File: src/rtl/unified_mem_arbiter.sv
// -----------------------------------------------------------------------------
// unified_mem_arbiter
//
// Purpose:
//   Shares one single-ported, fixed-latency unified memory between the
//   instruction-fetch port (if_*) and the MEM-stage data port (dm_*).
//   In IDLE a request is granted combinationally in the same cycle and the
//   winner's fields are driven straight onto mem_*. The arbiter then sits in
//   BUSY for MEM_LAT cycles. The owner's rvalid pulses on the last BUSY cycle
//   and carries mem_rdata. Any requester without a grant must stall.
//
//   Data accesses win by default. Fetch is forced through once STARVE_LIMIT
//   consecutive data grants have been issued while fetch was waiting.
//
// Parameters:
//   AW           address width of both ports
//   MEM_LAT      cycles from mem_en to mem_rdata valid (1..15)
//   STARVE_LIMIT data grants with if_req pending before fetch is forced (>=1)
//
// Ports:
//   clk, reset                  clock, synchronous active-high reset
//   if_req/if_addr              fetch request, held until if_gnt
//   if_gnt/if_rvalid/if_rdata   fetch grant, response pulse, instruction
//   dm_req/dm_we/dm_addr/
//   dm_wdata/dm_size            data request and qualifiers, held until dm_gnt
//   dm_gnt/dm_rvalid/dm_rdata   data grant, response pulse / store ack, load data
//   mem_en/mem_we/mem_addr/
//   mem_wdata/mem_size          memory macro strobe and request fields
//   mem_rdata                   memory read data, valid MEM_LAT cycles after mem_en
//   if_wait_cnt/dm_wait_cnt     wait-cycle counters (see macro below)
//
// Configuration:
//   ARB_PERF_CNT_EN  when defined, the wait counters count the cycles each port
//                    spends requesting without a grant; they saturate and are
//                    cleared by reset. When undefined, both read constant 0.
// -----------------------------------------------------------------------------
module unified_mem_arbiter #(
  parameter int AW           = 64,
  parameter int MEM_LAT      = 2,
  parameter int STARVE_LIMIT = 4
) (
  input  logic          clk,
  input  logic          reset,
  input  logic          if_req,
  input  logic [AW-1:0] if_addr,
  output logic          if_gnt,
  output logic          if_rvalid,
  output logic [31:0]   if_rdata,
  input  logic          dm_req,
  input  logic          dm_we,
  input  logic [AW-1:0] dm_addr,
  input  logic [63:0]   dm_wdata,
  input  logic [3:0]    dm_size,
  output logic          dm_gnt,
  output logic          dm_rvalid,
  output logic [63:0]   dm_rdata,
  output logic          mem_en,
  output logic          mem_we,
  output logic [AW-1:0] mem_addr,
  output logic [63:0]   mem_wdata,
  output logic [3:0]    mem_size,
  input  logic [63:0]   mem_rdata,
  output logic [31:0]   if_wait_cnt,
  output logic [31:0]   dm_wait_cnt
);

  // Streak counter is at least 3 bits wide and large enough to hold STARVE_LIMIT.
  localparam int SW = ($clog2(STARVE_LIMIT + 1) > 3) ? $clog2(STARVE_LIMIT + 1) : 3;
  localparam logic [SW-1:0] STARVE_MAX = SW'(STARVE_LIMIT);
  localparam logic [3:0]    LAT_INIT   = 4'(MEM_LAT);

  typedef enum logic {
    IDLE,
    BUSY
  } state_t;

  state_t        state_q;
  logic [3:0]    lat_cnt_q;
  logic          own_dm_q;
  logic [SW-1:0] streak_q;

  logic idle_w;
  logic if_first_w;
  logic grant_dm_w;
  logic grant_if_w;
  logic rsp_w;

  // Grants are only possible in IDLE and never while reset is asserted, so all
  // outputs are quiet during reset even if requests are already present.
  assign idle_w     = (state_q == IDLE) && !reset;
  assign if_first_w = if_req && (streak_q == STARVE_MAX);
  assign grant_dm_w = idle_w && dm_req && !if_first_w;
  assign grant_if_w = idle_w && if_req && !grant_dm_w;

  // The last BUSY cycle is the one in which mem_rdata is valid.
  assign rsp_w = (state_q == BUSY) && (lat_cnt_q == 4'd1) && !reset;

  assign if_gnt    = grant_if_w;
  assign dm_gnt    = grant_dm_w;
  assign mem_en    = grant_dm_w || grant_if_w;
  assign mem_we    = grant_dm_w && dm_we;
  assign mem_addr  = grant_dm_w ? dm_addr : (grant_if_w ? if_addr : '0);
  assign mem_wdata = grant_dm_w ? dm_wdata : '0;
  // Fetches always read one 32-bit instruction.
  assign mem_size  = grant_dm_w ? dm_size : (grant_if_w ? 4'd4 : 4'd0);

  assign if_rvalid = rsp_w && !own_dm_q;
  assign dm_rvalid = rsp_w && own_dm_q;
  assign if_rdata  = if_rvalid ? mem_rdata[31:0] : 32'd0;
  assign dm_rdata  = dm_rvalid ? mem_rdata : 64'd0;

  // Arbiter FSM, latency counter, owner flag and starvation streak.
  // The streak only grows on data grants that bypass a waiting fetch; it is
  // cleared whenever fetch is served or stops asking.
  always_ff @(posedge clk) begin
    if (reset) begin
      state_q   <= IDLE;
      lat_cnt_q <= 4'd0;
      own_dm_q  <= 1'b0;
      streak_q  <= '0;
    end else begin
      case (state_q)
        IDLE: begin
          if (grant_dm_w || grant_if_w) begin
            state_q   <= BUSY;
            lat_cnt_q <= LAT_INIT;
            own_dm_q  <= grant_dm_w;
          end
        end
        BUSY: begin
          lat_cnt_q <= lat_cnt_q - 4'd1;
          if (lat_cnt_q == 4'd1) begin
            state_q <= IDLE;
          end
        end
        default: begin
          state_q <= IDLE;
        end
      endcase

      if (!if_req || grant_if_w) begin
        streak_q <= '0;
      end else if (grant_dm_w && (streak_q != STARVE_MAX)) begin
        streak_q <= streak_q + 1'b1;
      end
    end
  end

`ifdef ARB_PERF_CNT_EN
  logic [31:0] if_wait_q;
  logic [31:0] dm_wait_q;

  // Saturating counts of cycles spent requesting without a grant.
  always_ff @(posedge clk) begin
    if (reset) begin
      if_wait_q <= 32'd0;
      dm_wait_q <= 32'd0;
    end else begin
      if (if_req && !grant_if_w && (if_wait_q != 32'hFFFF_FFFF)) begin
        if_wait_q <= if_wait_q + 32'd1;
      end
      if (dm_req && !grant_dm_w && (dm_wait_q != 32'hFFFF_FFFF)) begin
        dm_wait_q <= dm_wait_q + 32'd1;
      end
    end
  end

  assign if_wait_cnt = if_wait_q;
  assign dm_wait_cnt = dm_wait_q;
`else
  assign if_wait_cnt = 32'd0;
  assign dm_wait_cnt = 32'd0;
`endif

endmodule
File: config.mk
export PLATFORM = sky130hd
export DESIGN_NAME = unified_mem_arbiter
export DESIGN_NICKNAME = d
export VERILOG_FILES = /design/src/rtl/unified_mem_arbiter.sv
export SDC_FILE = /design/constraint.sdc
export NUM_CORES = 1
export LEC_CHECK = 0
export CORE_AREA = 2 2 221 223
export CTS_BUF_LIST = sky130_fd_sc_hd__clkbuf_16
export CTS_CLUSTER_DIAMETER = 120
export CTS_CLUSTER_SIZE = 24
export DETAILED_ROUTE_END_ITERATION = 8
export DIE_AREA = 0 0 223 225
export SLEW_MARGIN = 5
export SYNTH_ARGS = -nofsm -noshare
export SYNTH_HDL_FRONTEND = slang
export SYNTH_SLANG_ARGS = --single-unit
File: constraint.sdc
create_clock -name clk -period 2.6 [get_ports clk]
set_clock_uncertainty 0.2 [all_clocks]
set_input_delay 0.65 -clock clk [delete_from_list [all_inputs] [get_ports clk]]
set_output_delay 0.65 -clock clk [all_outputs]
set_load 0.03 [all_outputs]
Word level (Yosys, flattened, before mapping)
Index checks and enable logic that the tools add are counted.

Register bits after elaboration: 9. Input bits: 265. Output and inout bits: 298. Word-level logic and storage cells: 44.

Add/sub/neg operators: 2. Eq/ne operators: 4. Muxes and demuxes: 12. Bitwise operators: 1. Reductions and logical operators: 21.

Operators with widths (number): 64-bit 2-to-1 mux (4); 32-bit 2-to-1 mux (1); 1-bit logical AND (12); 4-bit 2-to-1 mux (2); 4-bit case mux with 2 select lines (1); 1-bit logical NOT (5); 4-bit by 1-bit equality test with 1-bit output (second input constant) (1); 4-bit by 1-bit subtractor with 4-bit output (second input constant) (1); 3-bit by 1-bit adder with 3-bit output (second input constant) (1); 3-bit equality test (second input constant) (1); 3-bit 2-to-1 mux (1); 3-bit inequality test (second input constant) (1); 1-bit logical OR (2); 1-bit 2-to-1 mux (2); 2-bit inequality test (second input constant) (1); 1-bit case mux with 2 select lines (1); 2-bit AND reduction (1); 2-bit OR reduction (1); 1-bit inverter (1).

Depth between registers and ports, before layout
Depth in word-level cells: 9. Gate-level depth with buffers: 8. Mapped depth without buffers: 6.

Worst setup path before layout
OpenSTA, ideal clock, no wires.

Path type: input port to output port. Start point: in reset. End point: out mem_size[2]. Data arrival time: 2.095 ns. Data required time: 1.750 ns. Path slack: -0.345 ns. Cell stages on the path: 3. Buffers on the path: 1. Cells stage by stage: clkbuf_1 nor3_1 o21a_1.

Word-level cells in the longest chain between the ends: 8. Elaborated cells between the ends (all ways): 9. Those cells by class: mux (2); reduce/logical (7).

Ends and longest elaborated chain: start: declaration (RTL line 43) `input logic reset,`; 1-bit logical NOT * (RTL line 90) `assign idle_w = (state_q == IDLE) && !reset;`; 1-bit logical AND * (RTL line 90); 1-bit logical AND (2 in a row) (RTL line 92) `assign grant_dm_w = idle_w && dm_req && !if_first_w;`; 1-bit logical NOT (RTL line 93) `assign grant_if_w = idle_w && if_req && !grant_dm_w;`; 1-bit logical AND (RTL line 93); 3-bit 2-to-1 mux (RTL line 105) `assign mem_size = grant_dm_w ? dm_size : (grant_if_w ? 4'd4 : 4'd0);`; 4-bit 2-to-1 mux * (RTL line 105); end: declaration (RTL line 61) `output logic [3:0] mem_size,`.

Mark *: on every way between the ends. The rest lies on a longest branch, timed or not.

Worst setup path after layout
Start point: in reset. End point: out mem_size[3].

Word-level cells in the longest chain between the ends: 5.

Ends and longest elaborated chain (RTL line): 1-bit logical NOT (90); 1-bit logical AND (90); 1-bit logical AND (2 in a row) (92); 4-bit 2-to-1 mux (105).

No other way between the ends.

==> flow_summary.toml <==
[run_status]
status = "finished, violations left"
violations = "negative setup slack"

[global_route]
grt_pass1_vias = 5102
grt_pass1_wl_um = 35700
grt_usage_pct = 9.80
antenna_found_initial = 9
grt-ovfl-total = 0
grt_max_degree = 30

[cts]
cts_buffers = 3
cts.sinks = 9
cts.htree.levels = 1
hold_buffers = 0
clk_path_buf_depth = 2
clk_pin_slew_ns = 0.04
cts_tree = "yes"
clockRootBuffer = "clkbuf_16"
insertion_delay_ns = 0.23

[worst_setup_path]
path_buf_inv = 6
end_kind = "output pin"
crit_type = "input pin to output pin"
cp.required_ns = 1.75
slowest_delay_ns = 0.38
cp.arrival_ns = 2.06
path_cells = "buf_8 > or3b_4 > a21o_4 > clkinv_8 > buf_12 > buf_16 > buf_4 > and2_4 > buf_6"
crit_family = "buffers and inverters"
worstSetupStartpointType = "input pin"
crit_fanout = 5
cp_slowest_cell = "or3b_4"

[power]
power_density_nw_per_um2 = 181
max-vdd-ir-drop_uv = 208
power_leakage_nw = 4.85

[flow_run]
cap_violations = 0

[final_layout]
layout_common_cells = "clkdlybuf4s50_1, buf_6, and2_4"
final_common_cell = "clkdlybuf4s50_1"
fillers = 5075
syn_to_final_growth_pct = 304
drive_above_1_share_pct = 56.4
nNetsFinal = 1209
final_core_util_pct = 23.3

[detailed_routing]
ant_nets = 0
firstDrtPassIters = 6
routed_wl_um = 27800
drc_errors = 0
via_count = 4909
viasPerCell = 3.16
wire_per_inst_um = 17.9
dr.first_iter.drc_count = 177

[placed_design]
gp_congestion = 0.726
dp_hpwl_um = 21300
io_buffers = 498

[logic_synthesis]
synth_area_um2 = 2750
ys_seq_area_share_pct = 6.55
synth_ff_type = "dfxtp_1"
yosys_warnings = 0
ys_ff_latch = 9
synthCells = 385
ys_top_cells_by_area = "and2_1, a22o_1, buf_4"
synth_top_cell_area_share_pct = 37.5
avgSynthCellArea_um2 = 7.14
synth_edf_count = 0
synthArstFlopShare_pct = 0
ys_types = 36
synth_top_area_cell = "and2_1"

[floorplan]
design.portCount = 563
core_um2 = 47500
die_w_um = 223
start_util_pct = 5.78
row_count = 80
die_y_um = 225
die_area_um2 = 50200

[sta]
rsz0062_at_grt = "yes"
setup_viol = 233
fin_ws_ns = -0.308
fin_crit_sh_pct = 112
hold_slack_ns = 0.338
setup_tns_ns = -48.30
max_freq_mhz = 344
hold_violations = 0
period_minus_slack_ns = 2.91
slew_viol_final = 0

[worst_hold_path]
min_path_type = "register to register"
==> logic make-up (layout without fill, tap and decap cells) <==
kind of cell	after synthesis	after routing	share of synthesized area, %
AO/OA/AOI/OAI	82	82	24.7
AND/OR/NAND/NOR	183	183	41.6
other	1	65	0.136
buffers and inverters	105	596	24.9
adder cells (fa/ha/maj)	4	4	1.82
flip-flops	9	9	6.55
XOR/XNOR	1	1	0.319
==> stage by stage <==
stage	area, um^2	total power [mW]	worst slack, ns	cells
after detailed placement	9170	1.51	-0.787	1502
after global placement	9170	1.51	-0.828	1502
final	11100	2.01	-0.308	1555
after CTS	10700	1.95	-0.336	1544
after floorplan	3420	0.796	-0.0421	448
after global routing	11100	2.09	-0.345	1554
==> metal layers <==
metal / part of all wire [%] / track usage (%) / up-vias
met5: 0.36 / 0 / -
met4: 1.3 / 1.52 / 14
met3: 10 / 3.81 / 26
met2: 52 / 18.3 / 344
met1: 36 / 10.6 / 2240
li1: - / - / 2285
==> state kept, by name, indices dropped and copies added, names as in the netlist <==
signal	count
streak_q	3
state_q	1
own_dm_q	1
lat_cnt_q	4
==> worst reg2reg max path, delay by kind of cell, from the launching register on <==
family                 cells  cell delay, ns
buffers and inverters      2            0.28
AO/OA/AOI/OAI              1            0.13
AND/OR/NAND/NOR            2            0.90
flip-flops                 1            0.34
==> synthesized netlist by cell type, drive strengths merged, types with 3 or more instances <==
master and n:
buf 81, a21oi 5, ha 4, o211ai 3, dfxtp 9, clkbuf 16, inv 8, nand2 3
and2 165, a22o 64, nor2 3
==> where the power goes <==
group	internal, mW	switching (mW)
clock network	0.201	0.0625
logic	0.889	0.696
registers	0.149	0.0117
total	1.24	0.770
==> final timing paths <==
kind / slack, ns / cells past startpoint / end / start
setup / recovery: -0.31 / 9 / mem_size[3] / reset
hold / removal: 0.34 / 2 / lat_cnt_q[0] / lat_cnt_q[0]
setup reg to reg: 0.68 / 5 / lat_cnt_q[3] / state_q
hold reg to reg: 0.34 / 2 / lat_cnt_q[0] / lat_cnt_q[0]
==> timing repair <==
action / CTS / global route
setup endpoints to repair: 234 / 232
resized for setup: 266 / 44
cloned: 17 / 7
setup buffers: 23 / 9
pin swaps: 60 / 25
==> final cells by class <==
cell class | count | area, um^2 | area share (%)
Multi-Input combinational cell | 334 | 2910 | 26.2
Inverter | 8 | 42.5 | 0.383
Antenna cell | 1 | 2.50 | 0.0226
Clock inverter | 1 | 3.75 | 0.0338
Tap cell | 615 | 769 | 6.93
Clock buffer | 3 | 75.1 | 0.677
Sequential cell | 9 | 185 | 1.67
Timing Repair Buffer | 584 | 7110 | 64.0
(Power assumes the default switching activity.)
